`src/rtl/conv_output_collector_if.sv`:
```
// Result stream from the convolution output collector to its consumer.
// The master drives valid/data; the slave drives ready.
interface conv_output_collector_if #(
    parameter int DATA_WIDTH = 16
);
    logic                  out_valid;
    logic                  out_ready;
    logic [DATA_WIDTH-1:0] out_data;

    modport master (
        output out_valid,
        output out_data,
        input  out_ready
    );

    modport slave (
        input  out_valid,
        input  out_data,
        output out_ready
    );
endinterface

```
`src/rtl/conv_output_collector.sv`:
```
// Keeps valid-window convolution results, optionally applies ReLU, and
// queues them in a small registered FIFO with stall and overflow flags.
module conv_output_collector #(
    parameter int N          = 4,
    parameter int DATA_WIDTH = 16,
    parameter int K_SIZE     = 3,
    parameter int RELU       = 1,
    parameter int FIFO_DEPTH = 4
) (
    input  logic                  clk,
    input  logic                  rst,
    input  logic                  en,
    input  logic [DATA_WIDTH-1:0] conv_i,
    output logic                  stall_o,
    output logic                  frame_done,
    output logic                  overflow,
    conv_output_collector_if.master out_if
);
    localparam int CW = (N > 1) ? $clog2(N) : 1;
    localparam int AW = (FIFO_DEPTH > 1) ? $clog2(FIFO_DEPTH) : 1;
    localparam logic [CW-1:0] LAST = CW'(N - 1);
    localparam logic [CW-1:0] KM1  = CW'(K_SIZE - 1);
    localparam logic [AW:0]   DEPTH  = (AW + 1)'(FIFO_DEPTH);
    localparam logic [AW:0]   ALMOST = (AW + 1)'(FIFO_DEPTH - 1);

    logic [CW-1:0] col_q, col_d;
    logic [CW-1:0] row_q, row_d;
    logic          en_d_q;
    logic          wv_q, wv_d;
    logic          last_q, last_d;
    logic [AW-1:0] wptr_q, wptr_d;
    logic [AW-1:0] rptr_q, rptr_d;
    logic [AW:0]   cnt_q, cnt_d;
    logic          ovf_q, ovf_d;

    logic [DATA_WIDTH-1:0] mem_q [FIFO_DEPTH];
    logic [DATA_WIDTH-1:0] wdata;
    logic wr, pop, full, push;

    always_comb begin
        col_d  = col_q;
        row_d  = row_q;
        wv_d   = en && (row_q >= KM1) && (col_q >= KM1);
        last_d = en && (row_q == LAST) && (col_q == LAST);
        if (en) begin
            if (col_q == LAST) begin
                col_d = '0;
                row_d = (row_q == LAST) ? '0 : row_q + 1'b1;
            end else begin
                col_d = col_q + 1'b1;
            end
        end
    end

    // conv_i carries the result for the pixel accepted one cycle earlier
    assign wr    = en_d_q & wv_q;
    assign pop   = out_if.out_valid & out_if.out_ready;
    assign full  = (cnt_q == DEPTH);
    assign push  = wr & (~full | pop);
    assign wdata = ((RELU != 0) && conv_i[DATA_WIDTH-1]) ? '0 : conv_i;

    always_comb begin
        wptr_d = push ? wptr_q + 1'b1 : wptr_q;
        rptr_d = pop ? rptr_q + 1'b1 : rptr_q;
        ovf_d  = ovf_q | (wr & full & ~pop);
        unique case ({push, pop})
            2'b10:   cnt_d = cnt_q + 1'b1;
            2'b01:   cnt_d = cnt_q - 1'b1;
            default: cnt_d = cnt_q;
        endcase
    end

    always_ff @(posedge clk or negedge rst) begin
        if (!rst) begin
            col_q  <= '0;
            row_q  <= '0;
            en_d_q <= 1'b0;
            wv_q   <= 1'b0;
            last_q <= 1'b0;
            wptr_q <= '0;
            rptr_q <= '0;
            cnt_q  <= '0;
            ovf_q  <= 1'b0;
        end else begin
            col_q  <= col_d;
            row_q  <= row_d;
            en_d_q <= en;
            wv_q   <= wv_d;
            last_q <= last_d;
            wptr_q <= wptr_d;
            rptr_q <= rptr_d;
            cnt_q  <= cnt_d;
            ovf_q  <= ovf_d;
        end
    end

    always_ff @(posedge clk) begin
        if (push) begin
            mem_q[wptr_q] <= wdata;
        end
    end

    assign out_if.out_valid = (cnt_q != '0);
    assign out_if.out_data  = out_if.out_valid ? mem_q[rptr_q] : '0;
    assign stall_o          = (cnt_q >= ALMOST);
    assign frame_done       = wr & last_q;
    assign overflow         = ovf_q;
endmodule

```
`src/flat_wrapper.sv`:
```
// flat-port wrapper written by rule: the top's interface ports become plain ports
module conv_output_collector_flat 
#(
    parameter int N          = 4,
    parameter int DATA_WIDTH = 16,
    parameter int K_SIZE     = 3,
    parameter int RELU       = 1,
    parameter int FIFO_DEPTH = 4
)
  (clk, rst, en, conv_i, stall_o, frame_done, overflow, out_if_out_valid, out_if_out_data, out_if_out_ready);
  conv_output_collector_if #(.DATA_WIDTH(DATA_WIDTH)) out_if_i ();
  input  logic clk;
  input  logic rst;
  input  logic en;
  input  logic [DATA_WIDTH-1:0] conv_i;
  output logic stall_o;
  output logic frame_done;
  output logic overflow;
  output wire logic [$bits(out_if_i.out_valid)-1:0] out_if_out_valid;
  output wire logic [$bits(out_if_i.out_data)-1:0] out_if_out_data;
  input wire logic [$bits(out_if_i.out_ready)-1:0] out_if_out_ready;
  assign out_if_out_valid = out_if_i.out_valid;
  assign out_if_out_data = out_if_i.out_data;
  assign out_if_i.out_ready = out_if_out_ready;
  conv_output_collector #(.N(N), .DATA_WIDTH(DATA_WIDTH), .K_SIZE(K_SIZE), .RELU(RELU), .FIFO_DEPTH(FIFO_DEPTH)) u_core (.clk(clk), .rst(rst), .en(en), .conv_i(conv_i), .stall_o(stall_o), .frame_done(frame_done), .overflow(overflow), .out_if(out_if_i));
endmodule
```
`config.mk`:
```
export PLATFORM = sky130hd
export DESIGN_NAME = conv_output_collector_flat
export DESIGN_NICKNAME = d
export VERILOG_FILES = /design/src/rtl/conv_output_collector_if.sv /design/src/rtl/conv_output_collector.sv /design/src/flat_wrapper.sv
export SDC_FILE = /design/constraint.sdc
export NUM_CORES = 1
export LEC_CHECK = 0
export CAP_MARGIN = 20
export CORE_MARGIN = 10
export CORE_UTILIZATION = 59
export DETAILED_ROUTE_END_ITERATION = 6
export MAX_ROUTING_LAYER = met4
export PLACE_DENSITY_LB_ADDON = 0.12
export SYNTH_ARGS = -nofsm -noshare
export SYNTH_HDL_FRONTEND = slang
export SYNTH_SLANG_ARGS = --single-unit
```
`constraint.sdc`:
```
create_clock -name clk -period 5.5 [get_ports clk]
set_clock_uncertainty 0.2 [all_clocks]
set_input_delay 1.1 -clock clk [delete_from_list [all_inputs] [get_ports clk]]
set_output_delay 1.1 -clock clk [all_outputs]
set_load 0.01 [all_outputs]
```
==> flow_metrics.tcl, run 1 <==
set metrics [dict create \
    status "complete, no violations" \
    dieArea_sq_mm 0.00876 \
    avgSynthCellArea_sq_um 17.6 \
    stdcell_count 298 \
    grt_pass1_wl_um 9240 \
    cts.sinks 75 \
    worst_slew_pin_slew_ns 0.971 \
    drive_gt1_share_pct 11.4 \
    clkSlewWorstSetupHoldPaths_ns 0.07 \
    reg2reg_depth 8 \
    first_pass_iters 4 \
    die_h_um 93.6 \
    synth_top_family_by_area "multiplexers" \
    overflow 0 \
    hold_class "flip-flop to flip-flop" \
    grt_pass1_vias 1790 \
    worstPathRequired_ns 4.20 \
    cts_made_buffers 9 \
    max_freq_ghz 0.256 \
    final_cell_mix "edfxtp_1, clkdlybuf4s50_1, and2_1, nor2b_1, dfrtp_1" \
    synth-simple-area-share_pct 9.32 \
    critPathLaunchType "flip-flop" \
    syn_inst 182 \
    grt_antenna_before_repair 0 \
    setup_violations 0 \
    hp-start "u_core.overflow$_DFF_PN0_" \
    clk_path_buf_depth 2 \
    synth_edf_count 60 \
    slew_headroom_pct 35.3 \
    routedWlPerCell_um 18.6 \
    crit_fanout 17 \
    vias 1618 \
    timing.rr.end "u_core.cnt_q[2]$_DFFE_PN0P_" \
    ys_ff_latch 75 \
    ys_seq_area_share_pct 68.2 \
    cts_hold_repair.buffers 0 \
    clock_latency_ns 0.32 \
    cts_tree "built" \
    final_max_slew_viol_count 0 \
    r2r_slack_ns 2.97 \
    globalplace.congestion 0.722 \
    grt_max_degree 19 \
    synth_cell_types 32 \
    rsz0062_at_grt "no" \
    peakVddDrop_mv 0.356 \
    drv_cap 0 \
    period_share_pct 70.9 \
    finalPower_w 0.00173 \
    min_period_ns 3.90 \
    netlist_area_sq_mm 0.00319 \
    crit_start "u_core.rptr_q[0]$_DFFE_PN0P_" \
    async_reset_ff_share_pct 20.0 \
    p_leak_nw 1.38 \
    critPathCapture "out_if_out_data[5]" \
    path_class "flip-flop to output pin" \
    num_rows 26 \
    dp.cells 282 \
    ioPinCount 40 \
    diodes 0 \
    drt-vias-per-instance 5.43 \
    report.final.hold_viol_count 0 \
    core-area_sq_mm 0.00517 \
    synth_nets 212 \
    arrival_ns 2.60 \
    initial_utilization_pct 61.8 \
    ant_nets 0 \
    synth_ff_type "edfxtp_1" \
    worstSetupEndpointType "output pin" \
    synth_fa_ha_area_share_pct 4.15 \
    postCtsSetupBuffers 0 \
    synth_compound_area_share_pct 1.57 \
    nets 253 \
    die_x_um 93.6 \
    synth_xor_area_share_pct 1.65 \
    cts.repair.resized 0 \
    syn2layout_area_growth_pct 17.8 \
    final.setup.tns_ns 0 \
    drcViolationCount 0 \
    dp_hpwl_um 3720 \
    routed_wl_um 5560 \
    root_buffer "clkbuf_8" \
    drtIter0Drc 97 \
    final_common_cell "edfxtp_1" \
    yosysWarningCount 0 \
    h-tree-depth 3 \
    r2r-start "u_core.cnt_q[0]$_DFFE_PN0P_" \
    p_per_area_mw_per_mm2 461 \
    synth.area.mux_share_pct 12.1 \
    io_buffers 38 \
    grtUsageTotal_pct 14.2 \
]
==> power breakdown <==
group	leakage, nW	internal [W]	switching, W
Sequential	0.733	0.000688	0.000104
Combinational	0.566	0.000363	0.000227
Clock	0.0848	0.000174	0.000179
==> flip-flops by register name, indices dropped and copies added (netlist names) <==
name / count
u_core.row_q: 2
u_core.cnt_q: 3
u_core.wptr_q: 2
u_core.en_d_q: 1
u_core.mem_q: 60
u_core.last_q: 1
u_core.overflow: 1
u_core.col_q: 2
u_core.rptr_q: 2
u_core.wv_q: 1
==> critical path, cell delays in order (launching register included) <==
cell and delay (ns):
dfrtp_1 0.98, mux4_1 0.64, and2_1 0.17, clkdlybuf4s50_1 0.48
==> layout make-up <==
class                           count  area, sq um
Inverter                            9         33.8
Sequential cell                    75         2180
Clock buffer                       13          149
Fill cell                         322         1410
Tap cell                           70         87.6
Timing Repair Buffer               38          380
Clock inverter                      3         13.8
Multi-Input combinational cell     90          922
==> routing by layer <==
metal  wire [um]  up-vias  GRT usage, %  share of wire (%)
met5           0        -             -                  0
met4          55        0          5.70               0.99
met3         282        6          3.60                5.1
met2        2920       33          23.1                 53
met1        2300      826          16.4                 41
li1            -      753             -                  -
==> stage by stage <==
stage | setup slack (ns) | utilization [%] | cell area, sq um | hold slack (ns)
after global routing | 1.44 | 72.8 | 3760 | 0.326
after global placement | 1.93 | 69.6 | 3600 | 0.256
after CTS | 1.53 | 72.8 | 3760 | 0.281
after detailed placement | 1.89 | 69.6 | 3600 | 0.257
after floorplan | 2.72 | - | 3190 | 0.269
final | 1.60 | 72.8 | 3760 | 0.276
==> cell families (layout without fill, tap and decap cells) <==
kind of cell               after synthesis  in the layout
xor gates and xnor gates                 6              6
muxes                                   17             17
adders and majority gates               10             10
DFF                                     75             75
buffers and inverters                   17             63
AOI/OAI and AO/OA                        7              7
and+or+nand+nor                         49             49
other                                    1              1
==> how the worst min path moves through the flow <==
stage | depth (start not counted) | slack [ns] | to
after floorplan | 1 | 0.27 | u_core.cnt_q[2]$_DFFE_PN0P_
after global placement | 1 | 0.26 | u_core.overflow$_DFF_PN0_
after detailed placement | 1 | 0.26 | u_core.overflow$_DFF_PN0_
after CTS | 1 | 0.28 | u_core.overflow$_DFF_PN0_
after global routing | 1 | 0.33 | u_core.overflow$_DFF_PN0_
final | 1 | 0.28 | u_core.overflow$_DFF_PN0_
==> synthesized netlist by cell type, drive strengths merged (2+ instances only) <==
cell type / instances / area [sq um]
edfxtp: 60 / 1800
and2: 20 / 128
dfrtp: 15 / 375
mux4: 15 / 364
nor2b: 15 / 93.8
ha: 9 / 113
inv: 9 / 33.8
buf: 6 / 53.8
nand2: 5 / 18.8
nor2: 3 / 13.8
o21ai: 3 / 15.0
xnor2: 3 / 26.3
xor2: 3 / 26.3
a21o: 2 / 15.0
and3: 2 / 12.5
clkbuf: 2 / 7.51
Power figures use the tool's default switching activity.
==> run 2: changes to the inputs <==
- CORE_UTILIZATION: 59 -> 55
- clock period: 5.5 -> 3.8 ns (I/O delays scaled with it)
==> run 2 against run 1 <==
First-iteration DRC count decreased by 8.2%. Worst hold slack improved by 0.0056 ns. Total power increased by 45%. Clock power increased by 42%. Cell count increased by 1.7%. Register-to-register slack got worse by 1.7 ns. Utilization decreased by 4.9 points. Critical endpoint is now out_if_out_data[12]. Largest cell class unchanged. Largest power group unchanged.
==> flow_metrics.tcl, run 2 (synthesis gave the netlist of run 1 again) <==
set metrics [dict create \
    dp_hpwl_um 3820 \
    syn2layout_area_growth_pct 18.5 \
    die_x_um 96.2 \
    nets 256 \
    path_class "flip-flop to output pin" \
    p_leak_nw 1.40 \
    worstPathRequired_ns 2.84 \
    n_fill_cell 400 \
    hp-start "u_core.overflow$_DFF_PN0_" \
    crit_fanout 10 \
    diodes 0 \
    dp.cells 287 \
    drtIter0Drc 89 \
    grt_antenna_before_repair 0 \
    worst_slew_pin_slew_ns 0.782 \
    setup_violations 0 \
    largest_reg_flops 60 \
    worstSetupEndpointType "output pin" \
    final_max_slew_viol_count 0 \
    cts_hold_repair.buffers 0 \
    h-tree-depth 3 \
    final_common_cell "edfxtp_1" \
    drcViolationCount 0 \
    cts.repair.resized 0 \
    die_h_um 96.2 \
    stdcell_count 303 \
    status "complete, no violations" \
    critPathLaunchType "flip-flop" \
    fin_hold_ws_ns 0.282 \
    reg_top3 "u_core.mem_q: 60 flops, u_core.cnt_q: 3 flops" \
    clkSlewWorstSetupHoldPaths_ns 0.07 \
    clk_path_buf_depth 2 \
    globalplace.congestion 0.814 \
    peakVddDrop_mv 0.411 \
    min_period_ns 3.46 \
    dieArea_sq_mm 0.00926 \
    postCtsSetupBuffers 0 \
    core-area_sq_mm 0.00557 \
    routedWlPerCell_um 18.7 \
    finalPower_w 0.00251 \
    cts_tree "built" \
    final_cell_mix "edfxtp_1, clkdlybuf4s50_1, and2_1, nor2b_1, dfrtp_1" \
    io_buffers 38 \
    routed_wl_um 5670 \
    hold_class "flip-flop to flip-flop" \
    period_share_pct 91.0 \
    overflow 0 \
    layout.area.seq_sq_mm 0.00218 \
    num_rows 27 \
    cts_made_buffers 9 \
    rsz0062_at_grt "no" \
    max_freq_ghz 0.289 \
    grtUsageTotal_pct 13.4 \
    vias 1626 \
    drv_cap 0 \
    ant_nets 0 \
    grt_pass1_wl_um 8880 \
    grt_pass1_vias 1695 \
    multiInputGateArea_sq_um 922 \
    initial_utilization_pct 57.3 \
    cts.sinks 75 \
    p_per_area_mw_per_mm2 663 \
    drt-vias-per-instance 5.37 \
    ioPinCount 40 \
    final.setup.tns_ns 0 \
    r2r-start "u_core.cnt_q[1]$_DFFE_PN0P_" \
    grt_max_degree 19 \
    clock_latency_ns 0.34 \
    top_register "u_core.mem_q" \
    report.final.hold_viol_count 0 \
    arrival_ns 2.50 \
    slew_headroom_pct 47.8 \
    crit_start "u_core.rptr_q[0]$_DFFE_PN0P_" \
    root_buffer "clkbuf_8" \
    first_pass_iters 4 \
    drive_gt1_share_pct 13.4 \
]
-- run 2: cell count changes in the layout (fill, tap and decap cells not counted) --
cell	delta
clkinvlp_4	+1
clkinv_1	+1
clkbuf_8	-1
buf_4	+3
clkinv_2	+2
clkbuf_1	-3
-- run 2: worst max-delay path, cell delays in order (launching register included) --
cell and delay, ns:
dfrtp_1 0.67, buf_4 0.31, mux4_2 0.53, and2_1 0.17
clkdlybuf4s50_1 0.48
-- run 2: final cells by class --
type | count | area share, %
Timing Repair Buffer | 41 | 10.6
Clock inverter | 7 | 0.926
Tap cell | 72 | 2.38
Inverter | 9 | 0.893
Sequential cell | 75 | 57.5
Clock buffer | 9 | 3.27
Multi-Input combinational cell | 90 | 24.4
-- run 2: worst paths after layout --
path                                                to  slack [ns]  cells after the start
max                                out_if_out_data[12]        0.34                      4
min                          u_core.overflow$_DFF_PN0_        0.28                      1
min reg2reg                  u_core.overflow$_DFF_PN0_        0.28                      1
min in group asynchronous      u_core.last_q$_DFF_PN0_        0.63                      1
max reg2reg                u_core.cnt_q[2]$_DFFE_PN0P_        1.25                      8
max in group asynchronous  u_core.cnt_q[2]$_DFFE_PN0P_        2.35                      1
-- run 2: routing by layer --
metal	vias to the layer above	track usage [%]	wire [um]
li1	760	-	-
met1	828	15.1	2370
met2	33	22.0	2960
met3	5	5.06	292
met4	0	3.69	46
met5	-	-	0
-- run 2: report_power, final --
part / switching [W] / internal [W] / leakage, nW
Clock: 0.000274 / 0.000227 / 0.0836
Sequential: 0.000132 / 0.000996 / 0.733
Combinational: 0.000349 / 0.000529 / 0.581
-- run 2: through the flow --
step                      worst slack [ns]  utilization, %  cell area, sq um
after CTS                            0.291            67.9              3780
after detailed placement             0.686            65.1              3630
after global routing                 0.228            67.9              3780
final                                0.343            67.9              3780
after global placement               0.710            65.1              3630
after floorplan                       1.36               -              3190
==> run 3: changes to the inputs <==
- CORE_MARGIN: 10 -> not set
- CORE_UTILIZATION: 55 -> 57
- CTS_BUF_LIST: not set -> sky130_fd_sc_hd__clkbuf_2
==> run 3 against run 2 <==
Maximum frequency up 0.23%. Largest cell class unchanged. First-iteration DRC count up 19%. Critical path depth unchanged. Utilization up 4.5 points. Global-route usage up 7.9 points. Sequential power about the same. Worst setup slack better by 0.0078 ns. Clock power up 23%. Cell count down 1.3%. Flip-flop and latch count unchanged.
==> flow_metrics.tcl, run 3 (synthesis gave the netlist of run 1 again) <==
set metrics [dict create \
    routedWlPerCell_um 18.2 \
    grt_antenna_before_repair 0 \
    max_freq_ghz 0.290 \
    worstSetupEndpointType "output pin" \
    cts.repair.resized 0 \
    final_cell_mix "edfxtp_1, clkdlybuf4s50_1, and2_1, nor2b_1, dfrtp_1" \
    slew_headroom_pct 43.2 \
    drtIter0Drc 106 \
    drv_cap 0 \
    first_pass_iters 4 \
    final_max_slew_viol_count 0 \
    critPathLaunchType "flip-flop" \
    grt_pass1_wl_um 8710 \
    nets 254 \
    hold_class "flip-flop to flip-flop" \
    final_common_cell "edfxtp_1" \
    min_period_ns 3.45 \
    placed_area_sq_mm 0.00361 \
    h-tree-depth 3 \
    report.final.hold_viol_count 0 \
    cpPeakStageDelay_ns 0.59 \
    drive_gt1_share_pct 13.5 \
    final.setup.tns_ns 0 \
    finalInstanceArea_sq_mm 0.00379 \
    p_per_area_mw_per_mm2 693 \
    cts.sinks 75 \
    cts_made_buffers 9 \
    die_h_um 76.9 \
    worstPathRequired_ns 2.84 \
    num_rows 26 \
    globalplace.congestion 0.774 \
    postCtsSetupBuffers 0 \
    dieArea_sq_mm 0.00591 \
    syn2layout_area_growth_pct 18.8 \
    top_register "u_core.mem_q" \
    vias 1663 \
    status "complete, no violations" \
    worst_slew_pin_slew_ns 0.852 \
    core-area_sq_mm 0.00524 \
    grt_max_degree 19 \
    crit_slowest_cell "mux4_1" \
    cts_tree "built" \
    rsz0062_at_grt "no" \
    io_buffers 38 \
    grtUsageTotal_pct 21.3 \
    ioPinCount 40 \
    overflow 0 \
    root_buffer "clkbuf_2" \
    clkSlewWorstSetupHoldPaths_ns 0.20 \
    path_class "flip-flop to output pin" \
    grt_pass1_vias 1787 \
    drcViolationCount 0 \
    period_share_pct 90.8 \
    diodes 0 \
    clk_path_buf_depth 2 \
    crit_fanout 15 \
    drt-vias-per-instance 5.56 \
    dp_hpwl_um 3380 \
    ant_nets 0 \
    peakVddDrop_mv 0.435 \
    arrival_ns 2.49 \
    initial_utilization_pct 61.0 \
    routed_wl_um 5430 \
    largest_reg_flops 60 \
    die_x_um 76.9 \
    setup_violations 0 \
    crit_chain "buf_4 -> mux4_1 -> and2_1 -> clkdlybuf4s50_1" \
    reg_top3 "u_core.mem_q: 60 flops, u_core.cnt_q: 3 flops" \
    p_leak_nw 1.40 \
    clock_latency_ns 0.50 \
    cts_hold_repair.buffers 0 \
]
==> run 3: cell count changes in the layout (fill, tap and decap cells not counted), sizes merged <==
cell / change
clkinv: -5
bufinv: +4
buf: -2
clkinvlp: +1
==> run 3: layer usage <==
layer	wire, um	global-route usage [%]
met1	2270	23.5
met3	195	6.31
met4	78	8.85
met2	2890	36.2
met5	0	-
==> run 3: area by class of cell <==
class,count,area [sq um]
flip-flops and latches,75,2180
inverters,9,33.8
well taps,70,87.6
clock inverters,7,140
clock buffers,9,45.0
fillers,332,1440
multi-input cells,90,922
repair buffers,39,388
==> run 3: per-stage QoR <==
step	setup slack (ns)	hold slack (ns)	cells	utilization, %	total power [W]
floorplan	1.36	0.264	182	-	0.00168
global placement	0.832	0.264	283	68.9	0.00199
detailed placement	0.669	0.260	283	68.9	0.00204
CTS	0.297	0.314	299	72.4	0.00265
global route	0.210	0.327	299	72.4	0.00277
finish	0.351	0.309	299	72.4	0.00263
==> run 3: path summary, 6_finish.rpt <==
path | slack [ns] | start | to | cells after the start
setup reg to reg | 1.19 | u_core.cnt_q[1]$_DFFE_PN0P_ | u_core.cnt_q[2]$_DFFE_PN0P_ | 8
hold reg to reg | 0.31 | u_core.overflow$_DFF_PN0_ | u_core.overflow$_DFF_PN0_ | 1
max in group asynchronous | 2.53 | rst | u_core.cnt_q[2]$_DFFE_PN0P_ | 1
hold / removal | 0.31 | u_core.overflow$_DFF_PN0_ | u_core.overflow$_DFF_PN0_ | 1
min in group asynchronous | 0.44 | rst | u_core.cnt_q[0]$_DFFE_PN0P_ | 1
setup / recovery | 0.35 | u_core.rptr_q[0]$_DFFE_PN0P_ | out_if_out_data[3] | 4
==> run 3: critical path, delay by kind of cell (launching register included) <==
kind | cells | cell delay, ns
mux | 1 | 0.59
simple gates | 1 | 0.18
flops | 1 | 0.43
buf+inv | 2 | 0.78
==> run 3: where the power goes <==
part / internal, W / switching (W) / total [W]
clock network: 0.000348 / 0.000268 / 0.000616
registers: 0.000996 / 0.000117 / 0.00111
logic: 0.000531 / 0.000369 / 0.000900
total: 0.00187 / 0.000754 / 0.00263
